--- config.mk ---
export PLATFORM = sky130hd
export DESIGN_NAME = i2s_sample_tx
export DESIGN_NICKNAME = d
export VERILOG_FILES = /design/src/rtl/audio_pkg.sv /design/src/rtl/i2s_bclk_gen.sv /design/src/rtl/i2s_sample_tx.sv
export SDC_FILE = /design/constraint.sdc
export NUM_CORES = 1
export LEC_CHECK = 0
export ABC_CLOCK_PERIOD_IN_PS = 3300
export CAP_MARGIN = 10
export CORE_ASPECT_RATIO = 0.8
export CORE_MARGIN = 1
export CORE_UTILIZATION = 55
export CTS_BUF_LIST = sky130_fd_sc_hd__clkbuf_16
export DETAILED_ROUTE_END_ITERATION = 10
export PLACE_DENSITY = 0.76
export SLEW_MARGIN = 20
export SYNTH_ARGS = -nofsm -noshare
export SYNTH_HDL_FRONTEND = slang
export SYNTH_SLANG_ARGS = --single-unit
--- constraint.sdc ---
create_clock -name clk -period 3.3 [get_ports clk]
set_clock_uncertainty 0.1 [all_clocks]
set_input_delay 0.495 -clock clk [delete_from_list [all_inputs] [get_ports clk]]
set_output_delay 0.495 -clock clk [all_outputs]
set_load 0.05 [all_outputs]
--- src/rtl/audio_pkg.sv ---
// rtl/audio_pkg.sv - shared audio constants for the tone generator and I2S output stages
// Contents: SAMPLE_W (PCM width), FRAME_BITS (one stereo I2S frame), i2s_slot_e (LEFT/RIGHT word select).
package audio_pkg;

    localparam int SAMPLE_W   = 16;
    localparam int FRAME_BITS = 2 * SAMPLE_W;

    typedef enum logic {
        LEFT  = 1'b0,
        RIGHT = 1'b1
    } i2s_slot_e;

endpackage

--- src/rtl/i2s_bclk_gen.sv ---
// rtl/i2s_bclk_gen.sv - I2S bit clock divider with a one-cycle falling-edge strobe
// Ports:
//   clk    in   system clock
//   reset  in   synchronous, active-high reset
//   enable in   1 = divide and toggle bclk; 0 = hold div_cnt and bclk at 0
//   bclk   out  I2S bit clock, BCLK_DIV clk cycles per half-period
//   fe     out  high in the cycle whose rising clk edge drives bclk from 1 to 0
module i2s_bclk_gen #(
    parameter int BCLK_DIV = 4
) (
    input  logic clk,
    input  logic reset,
    input  logic enable,
    output logic bclk,
    output logic fe
);

    localparam int DW = (BCLK_DIV > 1) ? $clog2(BCLK_DIV) : 1;
    localparam logic [DW-1:0] DIV_LAST = DW'(BCLK_DIV - 1);

    logic [DW-1:0] div_cnt;
    logic          tc;

    assign tc = (div_cnt == DIV_LAST);

    // Combinational so the serial state in the parent registers on the same
    // edge that takes bclk low.
    assign fe = enable && !reset && tc && bclk;

    always_ff @(posedge clk) begin
        if (reset || !enable) begin
            div_cnt <= '0;
            bclk    <= 1'b0;
        end else if (tc) begin
            div_cnt <= '0;
            bclk    <= ~bclk;
        end else begin
            div_cnt <= div_cnt + 1'b1;
        end
    end

endmodule

--- src/rtl/i2s_sample_tx.sv ---
// rtl/i2s_sample_tx.sv - paces the sample generator and serialises mono PCM as Philips I2S
// Ports:
//   clk              in   system clock
//   reset            in   synchronous, active-high reset
//   enable           in   1 = run the serialiser; 0 = idle with bclk/lrclk/sdata low
//   sample_in        in   signed PCM word from the generator
//   new_sample_ready in   one-cycle strobe, sample_in valid this cycle
//   generate_next    out  one-cycle request for the next sample (start of right slot)
//   bclk             out  I2S bit clock
//   lrclk            out  I2S word select, 0 = left
//   sdata            out  I2S serial data, MSB first, same word in both slots
//   underrun         out  sticky: a frame started without a fresh sample
module i2s_sample_tx #(
    parameter int BCLK_DIV = 4,
    parameter int SAMPLE_W = audio_pkg::SAMPLE_W
) (
    input  logic                clk,
    input  logic                reset,
    input  logic                enable,
    input  logic [SAMPLE_W-1:0] sample_in,
    input  logic                new_sample_ready,
    output logic                generate_next,
    output logic                bclk,
    output logic                lrclk,
    output logic                sdata,
    output logic                underrun
);

    import audio_pkg::*;

    localparam int FRAME_LEN = 2 * SAMPLE_W;
    localparam int BW        = $clog2(FRAME_LEN);

    localparam logic [BW-1:0] BIT_LAST  = BW'(FRAME_LEN - 1);
    localparam logic [BW-1:0] BIT_RIGHT = BW'(SAMPLE_W);
    localparam logic [BW-1:0] LR_FIRST  = BW'(SAMPLE_W - 1);
    localparam logic [BW-1:0] LR_LAST   = BW'(FRAME_LEN - 2);

    logic                fe;
    logic [BW-1:0]       bit_cnt;
    logic [BW-1:0]       bit_next;
    logic [SAMPLE_W-1:0] shift;
    logic [SAMPLE_W-1:0] frame_word;
    logic [SAMPLE_W-1:0] pending;
    logic                pend_valid;
    logic [SAMPLE_W-1:0] load_word;
    i2s_slot_e           slot_next;

    i2s_bclk_gen #(
        .BCLK_DIV (BCLK_DIV)
    ) u_bclk_gen (
        .clk    (clk),
        .reset  (reset),
        .enable (enable),
        .bclk   (bclk),
        .fe     (fe)
    );

    // sdata is always the MSB of the shifter; clearing the shifter on reset or
    // disable is what drives the line low.
    assign sdata = shift[SAMPLE_W-1];

    always_comb begin
        bit_next  = (bit_cnt == BIT_LAST) ? '0 : bit_cnt + 1'b1;
        slot_next = LEFT;
        // Word select switches one BCLK ahead of the slot it names.
        if (bit_next >= LR_FIRST && bit_next <= LR_LAST) begin
            slot_next = RIGHT;
        end
        // Frame word priority: captured sample, then same-cycle bypass, then repeat.
        if (pend_valid) begin
            load_word = pending;
        end else if (new_sample_ready) begin
            load_word = sample_in;
        end else begin
            load_word = frame_word;
        end
    end

    always_ff @(posedge clk) begin
        if (reset) begin
            bit_cnt       <= BIT_LAST;
            lrclk         <= 1'b0;
            generate_next <= 1'b0;
            underrun      <= 1'b0;
            pending       <= '0;
            pend_valid    <= 1'b0;
            shift         <= '0;
            frame_word    <= '0;
        end else begin
            generate_next <= 1'b0;

            // Capture runs regardless of enable; the newest strobe overwrites.
            if (new_sample_ready) begin
                pending    <= sample_in;
                pend_valid <= 1'b1;
            end

            if (!enable) begin
                bit_cnt <= BIT_LAST;
                lrclk   <= 1'b0;
                shift   <= '0;
            end else if (fe) begin
                bit_cnt <= bit_next;
                lrclk   <= slot_next;
                if (bit_next == '0) begin
                    shift      <= load_word;
                    frame_word <= load_word;
                    // Overrides the capture above: a same-cycle strobe is consumed by the bypass.
                    pend_valid <= 1'b0;
                    if (!pend_valid && !new_sample_ready) begin
                        underrun <= 1'b1;
                    end
                end else if (bit_next == BIT_RIGHT) begin
                    shift         <= frame_word;
                    generate_next <= 1'b1;
                end else begin
                    shift <= {shift[SAMPLE_W-2:0], 1'b0};
                end
            end
        end
    end

endmodule

# ---- After elaboration in Yosys (flattened, before gate mapping)
# Cells that the tools add are included.
dict set report totals {
  regBits 60
  output_inout_bits 5
  inputBits 20
}
dict set report op_classes {
  bitwise_logic 3
  n_reduce_logical 16
  n_eq_ne 3
  magnitude_cmp 2
  mux 11
  addsub 2
}
# operator n
set op_table {}
lappend op_table {{$mux W16} 4}
lappend op_table {{$eq A5 B5 Y1 const B} 2}
lappend op_table {{$mux W1} 6}
lappend op_table {{$add A5 B1 Y5 const B} 1}
lappend op_table {{$ge A5 B4 Y1 const B} 1}
lappend op_table {{$le A5 B5 Y1 const B} 1}
lappend op_table {{$logic_and A1 B1 Y1} 5}
lappend op_table {{$logic_not A5 Y1} 1}
lappend op_table {{$mux W5} 1}
lappend op_table {{$logic_not A1 Y1} 4}
lappend op_table {{$reduce_and A4 Y1} 1}
lappend op_table {{$reduce_or A2 Y1} 2}
lappend op_table {{$reduce_or A4 Y1} 1}
lappend op_table {{$not A1 Y1} 3}
lappend op_table {{$reduce_and A3 Y1} 1}
lappend op_table {{$add A2 B1 Y2 const B} 1}
lappend op_table {{$eq A2 B2 Y1 const B} 1}
lappend op_table {{$logic_or A1 B1 Y1} 1}

# ---- Depth between registers and ports, before layout
dict set report depth {
  depth_word 6
  ltp_mapped 11
}

# ---- By module
# Synthesis repeated with hierarchy kept, for this count alone.
dict set report hier_totals {
  cells_unflattened 342
  area_unflattened_um2 3029.2
}
# mod instances area_per_inst_um2 seq_area_each_um2 cells_per_inst
set by_module_without_submodules {}
lappend by_module_without_submodules {i2s_sample_tx 1 2910.3 1141.1 331}
lappend by_module_without_submodules {i2s_bclk_gen 1 118.9 60.1 11}

# ---- Worst setup path before layout
# Ideal clock, no wire load.
dict set report synth_path {
  path_type {reg2reg}
  from {reg bit_cnt[0]}
  to {reg shift[10]}
  required_ns 3.064
  arrival_ns 2.073
  setup_ns 0.136
  n_path_buf 3
  stages_incl_launch_ff 12
  setup_slack_ns 0.991
  synth_period_minus_slack_ns 2.309
  cell_sequence {dfxtp_1 -> ha_1 -> and3_1 -> ha_1 -> buf_2 -> nor2b_1 -> mux2i_2 -> o211a_1 -> buf_6 -> buf_12 -> mux2i_1 -> a31oi_1}
}
dict set report synth_between {
  elab_chain_cells 5
  elab_cells_between_ends 7
}
# item line
set synth_rtl {}
lappend synth_rtl {{from (decl)} i2s_sample_tx.sv:40} ;# logic [BW-1:0] bit_cnt;
lappend synth_rtl {{from (signal assigned)} i2s_sample_tx.sv:104} ;# bit_cnt <= bit_next;
lappend synth_rtl {{$add A5 B1 Y5 or $eq A5 B5 Y1 (tied branches)} i2s_sample_tx.sv:64} ;# bit_next = (bit_cnt == BIT_LAST) ? '0 : bit_cnt + 1'b1;
lappend synth_rtl {{$mux W5 *} i2s_sample_tx.sv:64}
lappend synth_rtl {{$eq A5 B5 Y1} i2s_sample_tx.sv:114} ;# end else if (bit_next == BIT_RIGHT) begin
lappend synth_rtl {{$mux W16} i2s_sample_tx.sv:114}
lappend synth_rtl {{$mux W16 *} i2s_sample_tx.sv:106} ;# if (bit_next == '0) begin
lappend synth_rtl {{to (signal assigned)} i2s_sample_tx.sv:107} ;# shift <= load_word;
lappend synth_rtl {{to (signal assigned)} i2s_sample_tx.sv:115} ;# shift <= frame_word;
lappend synth_rtl {{to (signal assigned)} i2s_sample_tx.sv:118} ;# shift <= {shift[SAMPLE_W-2:0], 1'b0};
lappend synth_rtl {{to (decl)} i2s_sample_tx.sv:42} ;# logic [SAMPLE_W-1:0] shift;
# Every way passes the cells marked *; elsewhere a longest branch is shown, timed or not.
# A chain may end at the register's enable or synchronous reset.

# ---- Worst setup path in the final report
dict set report layout_path {
  from {reg bit_cnt[0]}
  to {reg shift[2]}
}
# The elaborated chain is that of the path after synthesis.

==> impl_metrics.yaml <==
layout:
  nFillCells: 430
  area.growth.synth_to_final_pct: 16.1
  multi_input_area_mm2: 0.00152
  diodes: 0
  drive_gt1_share_pct: 5.38
  regArea_mm2: 0.00120
  final_nets: 375
critical_path:
  start_kind: "flip-flop"
  arrival_ns: 2.99
  worst-path-max-fanout: 18
  reg2regPathDepth: 8
  ff2ff_setup_slack_ns: 0.45
  crit_path_end_kind: "flip-flop"
  required_ns: 3.44
  path_class: "reg -> reg"
placed_design:
  dpl.hpwl_um: 3710
  portBuffers: 24
  gp_congestion: 0.827
  dp_slack_ns: 0.415
logic_synthesis:
  seq_area_frac_synth_pct: 41.8
  synthCells: 334
  synthArstFlopShare_pct: 0
  yosysMostFrequentCell: "dfxtp_1"
  yosys.area.top_type_share_pct: 41.8
  syn_avg_cell_area_um2: 8.60
  synth.distinct_cells: 35
  yosys_warnings: 0
  yosys.area.top_type: "dfxtp_1"
  ys_seq_elements: 60
  synth_nets: 360
  ys_top_cells_by_area: "dfxtp_1 (42%), mux2i_1 (16%), nand2_1 (7.3%)"
  synthFlopType: "dfxtp_1"
  synth_common_cells: "dfxtp_1 (60), nand2_1 (56), mux2i_1 (47), o21ai_0 (35), nor2_1 (22)"
  synth-edff-count: 0
  syn_area_mm2: 0.00287
power:
  leakage_nw: 1.39
  power_mw: 1.63
  powerDensity_mw_per_mm2: 487
  ir_worst_vdd_mv: 0.368
sta:
  hold_viol: 0
  tightest_slew_ns: 0.969
  fin_crit_ns: 2.85
  max_clock_freq_ghz: 0.351
  maxSlewHeadroom_pct: 35.3
  tns_ns: 0
  finalSetupViolations: 0
  slew_violations: 0
  layout_setup_ws_ns: 0.448
  grt_setup_unrepaired: "no"
  period_share_pct: 86.4
clock_tree:
  cts_hold_buf: 0
  clk_pin_slew_ns: 0.05
  cts-resized-gates: 0
  cts_sinks: 60
  cts_tree: "yes"
  htree_num_levels: 3
  cts_buffers: 9
  root_buffer: "clkbuf_16"
  post-cts-setup-buffer-count: 0
  clkLatencyLatePin_ns: 0.32
  clockBufferDepth: 2
floorplanning:
  core_area_mm2: 0.00501
  fp.dieH_um: 66.7
  io_pins: 25
  dieArea_mm2: 0.00552
  die-width_um: 82.8
  initial_core_util_pct: 57.4
  num_rows: 23
grt:
  grt_pass1_vias: 2091
  grt_max_degree: 40
  overflow: 0
  grt_pass1_wl_um: 9990
  groute.usage.overall_pct: 23.3
  grt_antenna_before_repair: 0
flow_run:
  cap_violations: 0
routing:
  via_count: 2355
  drt_pass1_iterations: 5
  drt_iter0_drc: 134
  final_antenna_net_count: 0
  viasPerCell: 5.67
  wl_per_cell_um: 14.1
  drt_wl_total_um: 5870
  drc: 0
worst_hold_path:
  hold_class: "reg -> reg"
  whs_path_depth: 1
status:
  outcome: "complete, no violations"
[critical path, cell delays in order, from the launching register on]
cell and delay [ns]:
dfxtp_1 0.49, ha_1 0.29, and3_1 0.19, ha_1 0.33, nor2b_1 0.10, mux2i_2 0.23
and2_1 0.62, nand2_1 0.21, a31oi_1 0.22
[state kept, by name, indices dropped and copies added, names as in the netlist]
register / cells
pending: 16
pend_valid: 1
bit_cnt: 5
u_bclk_gen.bclk: 1
frame_word: 16
generate_next: 1
u_bclk_gen.div_cnt: 2
lrclk: 1
shift: 16
underrun: 1
[cell usage in the layout, fill, tap and decap left out, types with 2 or more instances in the layout]
master,instances
inv_1,4
a21oi_1,20
xnor2_1,2
o21ai_0,35
buf_4,6
and2_1,16
nand3_1,2
clkdlybuf4s50_1,23
a31oi_1,16
mux2i_1,47
nand2_1,56
clkinv_1,4
dfxtp_1,60
ha_1,6
clkbuf_16,9
nor3_1,5
and3_1,2
nor2_1,22
[metal layers]
layer / share of wire (%) / vias to the layer above / GRT usage, %
li1: - / 1189 / -
met1: 49 / 1096 / 29.5
met2: 45 / 63 / 37.2
met3: 5.0 / 7 / 8.55
met4: 0.97 / 0 / 7.11
met5: 0 / - / 0
[logic make-up (layout without fill, tap and decap cells)]
family	after synthesis	after routing	synth area share (%)
compound gates	75	75	14.5
xor+xnor	3	3	0.914
fa+ha+maj	6	6	2.61
buf+inv	29	48	5.53
flops	60	60	41.8
mux	48	48	16.8
simple gates	113	113	17.8
[power breakdown]
group / switching (mW) / internal, mW
sequential: 0.0132 / 0.740
combinational: 0.0418 / 0.0467
clock: 0.297 / 0.487
[cell type report]
cell class	count	share of cell area (%)
multi-input combinational	245	45.5
clock inverter	6	0.713
clock buffer	9	6.75
tap	62	2.33
sequential	60	36.0
timing repair buffer	30	8.40
inverter	3	0.338
[metrics by stage]
stage	cell area, um^2	utilization [%]	hold slack [ns]	instances
after global routing	3340	66.6	0.362	415
final	3340	66.6	0.337	415
after detailed placement	3080	61.6	0.324	400
after floorplan	2870	-	0.304	334
after global placement	3080	61.6	0.314	400
after CTS	3330	66.6	0.331	415
[final timing paths]
| check | start | end |
|---|---|---|
| worst max-delay path | bit_cnt[0] | shift[2] |
| worst min-delay path | u_bclk_gen.div_cnt[0] | u_bclk_gen.div_cnt[0] |
| worst max register to register | bit_cnt[0] | shift[2] |
| worst min register to register | u_bclk_gen.div_cnt[0] | u_bclk_gen.div_cnt[0] |
(Power assumes the default switching activity.)
